[config.mk]
export PLATFORM = sky130hd
export DESIGN_NAME = uart_tx_frame_engine
export DESIGN_NICKNAME = d
export VERILOG_FILES = /design/src/rtl/uart_tx_frame_engine_pkg.sv /design/src/rtl/uart_tx_frame_engine_fifo.sv /design/src/rtl/uart_tx_frame_engine.sv
export SDC_FILE = /design/constraint.sdc
export NUM_CORES = 1
export LEC_CHECK = 0
export ABC_AREA = 1
export ABC_CLOCK_PERIOD_IN_PS = 7300
export CORE_MARGIN = 2
export CORE_UTILIZATION = 47
export CTS_CLUSTER_DIAMETER = 50
export DETAILED_ROUTE_END_ITERATION = 6
export PLACE_DENSITY_LB_ADDON = 0.08
export SLEW_MARGIN = 20
export SYNTH_ARGS = -nofsm -noshare
export SYNTH_HDL_FRONTEND = slang
export SYNTH_SLANG_ARGS = --single-unit
[constraint.sdc]
create_clock -name pclk -period 7.3 [get_ports pclk]
set_input_delay 1.46 -clock pclk [delete_from_list [all_inputs] [get_ports pclk]]
set_output_delay 1.46 -clock pclk [all_outputs]
set_load 0.03 [all_outputs]
[src/rtl/uart_tx_frame_engine_pkg.sv]
// Shared types and constants for the UART transmit frame engine.
// Also holds the legality check applied to the run-time configuration.
package uart_tx_frame_engine_pkg;

  localparam int MAX_CHAR_LENGTH = 8;

  localparam logic [1:0] STOP_ONE      = 2'd1;
  localparam logic [1:0] STOP_ONE_HALF = 2'd0;
  localparam logic [1:0] STOP_TWO      = 2'd2;

  typedef enum logic [3:0] {
    UART_5 = 4'd5,
    UART_6 = 4'd6,
    UART_7 = 4'd7,
    UART_8 = 4'd8
  } uart_type_e;

  typedef enum logic {
    PARITY_EVEN = 1'b0,
    PARITY_ODD  = 1'b1
  } parity_e;

  typedef enum logic [3:0] {
    OVS_2 = 4'd2,
    OVS_4 = 4'd4,
    OVS_6 = 4'd6,
    OVS_8 = 4'd8
  } oversampling_e;

  typedef enum logic [2:0] {
    IDLE,
    START,
    DATA,
    PARITY,
    STOP
  } tx_fsm_state_e;

  // Odd oversampling cannot produce an integral 1.5-bit stop period.
  function automatic logic cfg_illegal(
    input logic       div_zero,
    input logic [3:0] ovs,
    input logic [3:0] utype,
    input logic [1:0] stop,
    input int         max_len
  );
    logic ovs_ok;
    logic type_ok;
    ovs_ok  = (ovs == OVS_2) || (ovs == OVS_4) || (ovs == OVS_6) || (ovs == OVS_8);
    type_ok = (utype >= 4'd5) && (int'(utype) <= max_len);
    return div_zero || !ovs_ok || !type_ok || (stop == 2'd3);
  endfunction

endpackage

[src/rtl/uart_tx_frame_engine_fifo.sv]
// Show-ahead synchronous FIFO: the head entry is visible on rd_data while
// the FIFO is non-empty. A push into a full FIFO is dropped.
module uart_sync_fifo #(
  parameter int DEPTH = 16,
  parameter int WIDTH = 8
) (
  input  logic                           clk,
  input  logic                           rst,
  input  logic                           push,
  input  logic                           pop,
  input  logic [WIDTH-1:0]               wr_data,
  output logic [WIDTH-1:0]               rd_data,
  output logic                           full,
  output logic                           empty,
  output logic [$clog2(DEPTH+1)-1:0]     level
);

  localparam int PTR_W = $clog2(DEPTH);
  localparam int LVL_W = $clog2(DEPTH + 1);

  logic [WIDTH-1:0] mem [DEPTH];
  logic [PTR_W-1:0] wr_ptr_reg;
  logic [PTR_W-1:0] rd_ptr_reg;
  logic [LVL_W-1:0] level_reg;
  logic             do_push;
  logic             do_pop;

  assign full    = (level_reg == LVL_W'(DEPTH));
  assign empty   = (level_reg == '0);
  assign level   = level_reg;
  assign do_push = push && !full;
  assign do_pop  = pop && !empty;
  assign rd_data = mem[rd_ptr_reg];

  always_ff @(posedge clk) begin
    if (do_push) begin
      mem[wr_ptr_reg] <= wr_data;
    end
  end

  // Pointers wrap naturally because DEPTH is a power of two.
  always_ff @(posedge clk or posedge rst) begin
    if (rst) begin
      wr_ptr_reg <= '0;
      rd_ptr_reg <= '0;
      level_reg  <= '0;
    end else begin
      if (do_push) wr_ptr_reg <= wr_ptr_reg + PTR_W'(1);
      if (do_pop)  rd_ptr_reg <= rd_ptr_reg + PTR_W'(1);
      case ({do_push, do_pop})
        2'b10:   level_reg <= level_reg + LVL_W'(1);
        2'b01:   level_reg <= level_reg - LVL_W'(1);
        default: level_reg <= level_reg;
      endcase
    end
  end

endmodule

[src/rtl/uart_tx_frame_engine.sv]
// UART transmit engine: buffers characters and serialises start, data,
// optional parity and stop bits with a run-time selectable frame format.
module uart_tx_frame_engine #(
  parameter int MAX_CHAR_LENGTH = uart_tx_frame_engine_pkg::MAX_CHAR_LENGTH,
  parameter int FIFO_DEPTH      = 16,
  parameter int DIV_WIDTH       = 16
) (
  input  logic                               pclk,
  input  logic                               areset,
  input  logic [DIV_WIDTH-1:0]               cfg_baud_div,
  input  logic [3:0]                         cfg_oversampling,
  input  logic [3:0]                         cfg_uart_type,
  input  logic                               cfg_msb_first,
  input  logic                               cfg_parity_en,
  input  logic                               cfg_parity_scheme,
  input  logic [1:0]                         cfg_stop_bit,
  input  logic                               wr_valid,
  input  logic [MAX_CHAR_LENGTH-1:0]         wr_data,
  output logic                               wr_ready,
  output logic                               tx,
  output logic                               busy,
  output logic                               frame_done,
  output logic                               cfg_error,
  output logic [$clog2(FIFO_DEPTH+1)-1:0]    fifo_level
);

  import uart_tx_frame_engine_pkg::*;

  tx_fsm_state_e               state_reg;
  logic                        tx_reg;
  logic                        busy_reg;
  logic [DIV_WIDTH-1:0]        div_cnt_reg;
  logic [4:0]                  tick_cnt_reg;
  logic [3:0]                  bit_idx_reg;

  logic [DIV_WIDTH-1:0]        lat_div_reg;
  logic [3:0]                  lat_ovs_reg;
  logic [3:0]                  lat_type_reg;
  logic                        lat_msb_reg;
  logic                        lat_par_en_reg;
  parity_e                     lat_par_reg;
  logic [1:0]                  lat_stop_reg;
  logic [MAX_CHAR_LENGTH-1:0]  lat_data_reg;

  logic [MAX_CHAR_LENGTH-1:0]  fifo_rd_data;
  logic                        fifo_full;
  logic                        fifo_empty;
  logic                        start_frame;
  logic                        tick;
  logic                        period_end;
  logic                        last_bit;
  logic                        parity_bit;
  logic                        next_bit;
  logic [4:0]                  stop_ticks;
  logic [4:0]                  period_ticks;
  logic [3:0]                  next_idx;
  logic [3:0]                  bit_pos;
  logic [15:0]                 data_ext;
  logic [MAX_CHAR_LENGTH-1:0]  type_mask;

  assign cfg_error   = cfg_illegal(cfg_baud_div == '0, cfg_oversampling, cfg_uart_type,
                                   cfg_stop_bit, MAX_CHAR_LENGTH);
  assign wr_ready    = !fifo_full;
  assign start_frame = (state_reg == IDLE) && !fifo_empty && !cfg_error;
  assign tx          = tx_reg;
  assign busy        = busy_reg;

  uart_sync_fifo #(
    .DEPTH (FIFO_DEPTH),
    .WIDTH (MAX_CHAR_LENGTH)
  ) u_fifo (
    .clk     (pclk),
    .rst     (areset),
    .push    (wr_valid && wr_ready),
    .pop     (start_frame),
    .wr_data (wr_data),
    .rd_data (fifo_rd_data),
    .full    (fifo_full),
    .empty   (fifo_empty),
    .level   (fifo_level)
  );

  // Only the low uart_type bits take part in parity.
  for (genvar gi = 0; gi < MAX_CHAR_LENGTH; gi++) begin : g_mask
    assign type_mask[gi] = (gi < int'(lat_type_reg));
  end

  always_comb begin
    tick     = (div_cnt_reg == lat_div_reg - DIV_WIDTH'(1));
    case (lat_stop_reg)
      STOP_ONE_HALF: stop_ticks = {1'b0, lat_ovs_reg} + {2'b00, lat_ovs_reg[3:1]};
      STOP_TWO:      stop_ticks = {lat_ovs_reg, 1'b0};
      default:       stop_ticks = {1'b0, lat_ovs_reg};
    endcase
    period_ticks = (state_reg == STOP) ? stop_ticks : {1'b0, lat_ovs_reg};
    period_end   = tick && (tick_cnt_reg == period_ticks - 5'd1);
    last_bit     = (bit_idx_reg == lat_type_reg - 4'd1);
    next_idx     = (state_reg == START) ? 4'd0 : bit_idx_reg + 4'd1;
    bit_pos      = lat_msb_reg ? (lat_type_reg - 4'd1 - next_idx) : next_idx;
    data_ext     = '0;
    data_ext[MAX_CHAR_LENGTH-1:0] = lat_data_reg;
    next_bit     = data_ext[bit_pos];
    parity_bit   = (^(lat_data_reg & type_mask)) ^ (lat_par_reg == PARITY_ODD);
  end

  assign frame_done = (state_reg == STOP) && period_end;

  always_ff @(posedge pclk or posedge areset) begin
    if (areset) begin
      state_reg      <= IDLE;
      tx_reg         <= 1'b1;
      busy_reg       <= 1'b0;
      div_cnt_reg    <= '0;
      tick_cnt_reg   <= '0;
      bit_idx_reg    <= '0;
      lat_div_reg    <= '0;
      lat_ovs_reg    <= '0;
      lat_type_reg   <= '0;
      lat_msb_reg    <= 1'b0;
      lat_par_en_reg <= 1'b0;
      lat_par_reg    <= PARITY_EVEN;
      lat_stop_reg   <= '0;
      lat_data_reg   <= '0;
    end else if (state_reg == IDLE) begin
      div_cnt_reg  <= '0;
      tick_cnt_reg <= '0;
      bit_idx_reg  <= '0;
      tx_reg       <= 1'b1;
      busy_reg     <= 1'b0;
      if (start_frame) begin
        state_reg      <= START;
        tx_reg         <= 1'b0;
        busy_reg       <= 1'b1;
        lat_div_reg    <= cfg_baud_div;
        lat_ovs_reg    <= cfg_oversampling;
        lat_type_reg   <= cfg_uart_type;
        lat_msb_reg    <= cfg_msb_first;
        lat_par_en_reg <= cfg_parity_en;
        lat_par_reg    <= parity_e'(cfg_parity_scheme);
        lat_stop_reg   <= cfg_stop_bit;
        lat_data_reg   <= fifo_rd_data;
      end
    end else begin
      if (tick) begin
        div_cnt_reg  <= '0;
        tick_cnt_reg <= period_end ? 5'd0 : tick_cnt_reg + 5'd1;
      end else begin
        div_cnt_reg  <= div_cnt_reg + DIV_WIDTH'(1);
      end
      if (period_end) begin
        case (state_reg)
          START: begin
            state_reg <= DATA;
            tx_reg    <= next_bit;
          end
          DATA: begin
            if (last_bit) begin
              bit_idx_reg <= '0;
              state_reg   <= lat_par_en_reg ? PARITY : STOP;
              tx_reg      <= lat_par_en_reg ? parity_bit : 1'b1;
            end else begin
              bit_idx_reg <= next_idx;
              tx_reg      <= next_bit;
            end
          end
          PARITY: begin
            state_reg <= STOP;
            tx_reg    <= 1'b1;
          end
          STOP: begin
            state_reg <= IDLE;
            tx_reg    <= 1'b1;
            busy_reg  <= 1'b0;
          end
          default: begin
            state_reg <= IDLE;
            tx_reg    <= 1'b1;
            busy_reg  <= 1'b0;
          end
        endcase
      end
    end
  end

endmodule
==> impl_metrics.toml <==
[synth]
synth_warnings = 0
yosys-top-cells-count = "242 x nand2_1, 142 x nor2_1, 128 x edfxtp_1, 111 x o21ai_0, 100 x inv_1"
synth_seq_cells = 208
yosysUniqueCellTypes = 47
ys_seq_area_share_pct = 55.66
synth_cells = 1128
synth_top_area_cell = "edfxtp_1"
post-synth-top-count-cell = "nand2_1"
synth_area_um2 = 10510
synth_ff_type = "edfxtp_1"
synth_edf_count = 128
async_flop_share_pct = 38.46
yosysTopAreaCellShare_pct = 36.59
syn_nets = 1195
avgSynthCellArea_um2 = 9.313
synth_area_leaders = "edfxtp_1 37%, dfrtp_1 19%, nand2_1 8.6%"

[cts]
cts_tree = "yes"
cts_max_level = 1
cts.clk_slew.worst_paths_ns = 0.05
numCtsBuffers = 27
clock_path_buffers = 3
root_buffer = "clkbuf_16"
numClockSinks = 208
clk_latency_ns = 0.54
post_cts_buffers = 0
hold_buffers = 0
ctsResizeCount = 0

[timing]
fmax_ghz = 0.1917
fin_skew_ns = 0.009419
fin_crit_sh_pct = 71.46
slew_headroom_pct = 25.48
rsz0062_at_grt = "no"
maxSlewViolCount = 0
setup_tns_ns = 0
tightest_slew_ns = 1.111
layout_min_cycle_time_ns = 5.217
finalHoldViolCount = 0
setup_viol = 0

[die]
die_w_um = 153.5
io_pins = 50
dieArea_um2 = 23560
core_area_um2 = 21890
die_y_um = 153.5
num_rows = 54
initial_core_util_pct = 47.99

[power_and_ir_drop]
sw_frac_of_total_pct = 40.20
combPwrFrac_pct = 39.4
pwr-share-seq_pct = 32.6
p_leak_uw = 0.004956
switchingPower_uw = 2087
power.density_nw_per_um2 = 423.7
intPower_uw = 3104
p_clk_share_pct = 28.0
total_power_uw = 5191
vdd_ir_drop_max_v = 0.0002455

[global_route]
grt_max_degree = 69
grt_pass1_wl_um = 40450
grt_pass1_vias = 7649
antenna_found_initial = 0
grtUsageTotal_pct = 21.33
overflow = 0

[worst_setup_path]
crit_fanout = 2
worst_path_most_repeated_cell = "clkdlybuf4s50_1"
max_stage_delay_ns = 0.68
crit_chain = "clkdlybuf4s50_1 > nor4_1 > nand4_1 > nand2_1 > clkdlybuf4s50_1"
setup.worst_path.start = "cfg_baud_div[3]"
critPathBufInv = 2
setup.worst_path.start_class = "input port"
required_ns = 5.84
slowest_stage = "clkdlybuf4s50_1"
reg2reg_from = "u_fifo.rd_ptr_reg[0]"
crit_family = "buffers and inverters"
crit_type = "input port to output pin"
end_kind = "output pin"
critPathArrivalTime_ns = 3.76

[drt]
drt_first_pass_iters = 5
ant_nets = 0
drc = 0
wl_per_cell_um = 16.71
viasPerCell = 5.337
num_vias = 7899
wirelength_um = 24740
drt-initial-drc-count = 508

[cells_and_area]
final_util_pct = 55.97
drive_above_1_share_pct = 7.667
num-nets-final = 1246
areaGrowthSynthToFinish_pct = 16.63
final_area_um2 = 12250
n_antenna_cell = 0
largest_register_ffs = 128
final_cells = 1480

[placed_design]
place_hpwl_um = 16090
place_area_um2 = 11260
dp_cells = 1430
gp_congestion = 0.8317
io_buffers = 49

[worst_hold_path]
min-delay-start = "busy"
holdCritPathClass = "flop to flop"

[run_status]
status = "finished clean"

[flow_run]
max_cap_violations = 0
==> worst paths after layout <==
kind                       slack, ns  cells after the start              end
setup / recovery                2.08                      5        cfg_error
max in group asynchronous       4.92                      3   bit_idx_reg[1]
hold reg to reg                 0.48                      2             busy
hold / removal                  0.48                      2             busy
min in group asynchronous       1.25                      2  u_fifo.level[2]
setup reg to reg                3.79                      9  lat_data_reg[4]
==> per-layer routing <==
layer  GRT usage (%)  vias up  wire (um)
met3           2.988       42       1177
li1                -     3955          -
met4           6.378        0        656
met2           32.93      168      10960
met5               0        -          0
met1           31.53     3734      11950
==> power groups by stage <==
stage / clock network (uW) / registers [uW] / logic [uW]
after floorplan: 0 / 1700 / 1490
after CTS: 1470 / 1690 / 2060
after global placement: 0 / 1710 / 2020
after global routing: 1520 / 1730 / 2350
after detailed placement: 0 / 1710 / 2050
final: 1450 / 1690 / 2050
==> cells by family after synthesis <==
logic type	count (synthesis)	share of synthesized area, %
AO/OA/AOI/OAI	185	10.24
XOR/XNOR	34	2.966
buffers and inverters	139	5.086
adder cells (fa/ha/maj)	27	3.430
flip-flops	208	55.66
AND/OR/NAND/NOR	535	22.62
==> cell type report <==
class                           instances  area, um^2
Tap cell                              280       350.3
Clock inverter                         16       260.3
Sequential cell                       208        5847
Multi-Input combinational cell        781        4124
Fill cell                            1970        9639
Clock buffer                           34       732.0
Inverter                              105       395.4
Timing Repair Buffer                   56       543.0
==> layout by cell type (no fill, tap or decap), types with 18 or more instances in the layout <==
cell type	n
inv_1	96
nand2_1	242
ha_1	24
clkdlybuf4s50_1	49
clkbuf_16	27
dfrtp_1	79
o221ai_1	23
o21ai_0	111
xor2_1	25
nor2_1	142
nand3_1	74
a21oi_1	18
edfxtp_1	128
==> stage by stage <==
step	setup WS, ns	hold WS (ns)
2_1_floorplan	3.263	0.4525
3_3_place_gp	2.179	0.4625
3_5_place_dp	2.064	0.4674
4_1_cts	2.059	0.4811
5_1_grt	1.961	0.5043
6_report	2.083	0.4770
==> worst register-to-register path: stages, from the launching register on <==
cell and delay, ns:
dfrtp_1 0.32, buf_4 0.53, clkinv_1 1.03, buf_4 0.57, o21ai_0 0.22, o221ai_1 0.23
nand3_1 0.21, nand2_1 0.09, nand2_1 0.08, o21ai_0 0.09
(Power assumes the default switching activity.)
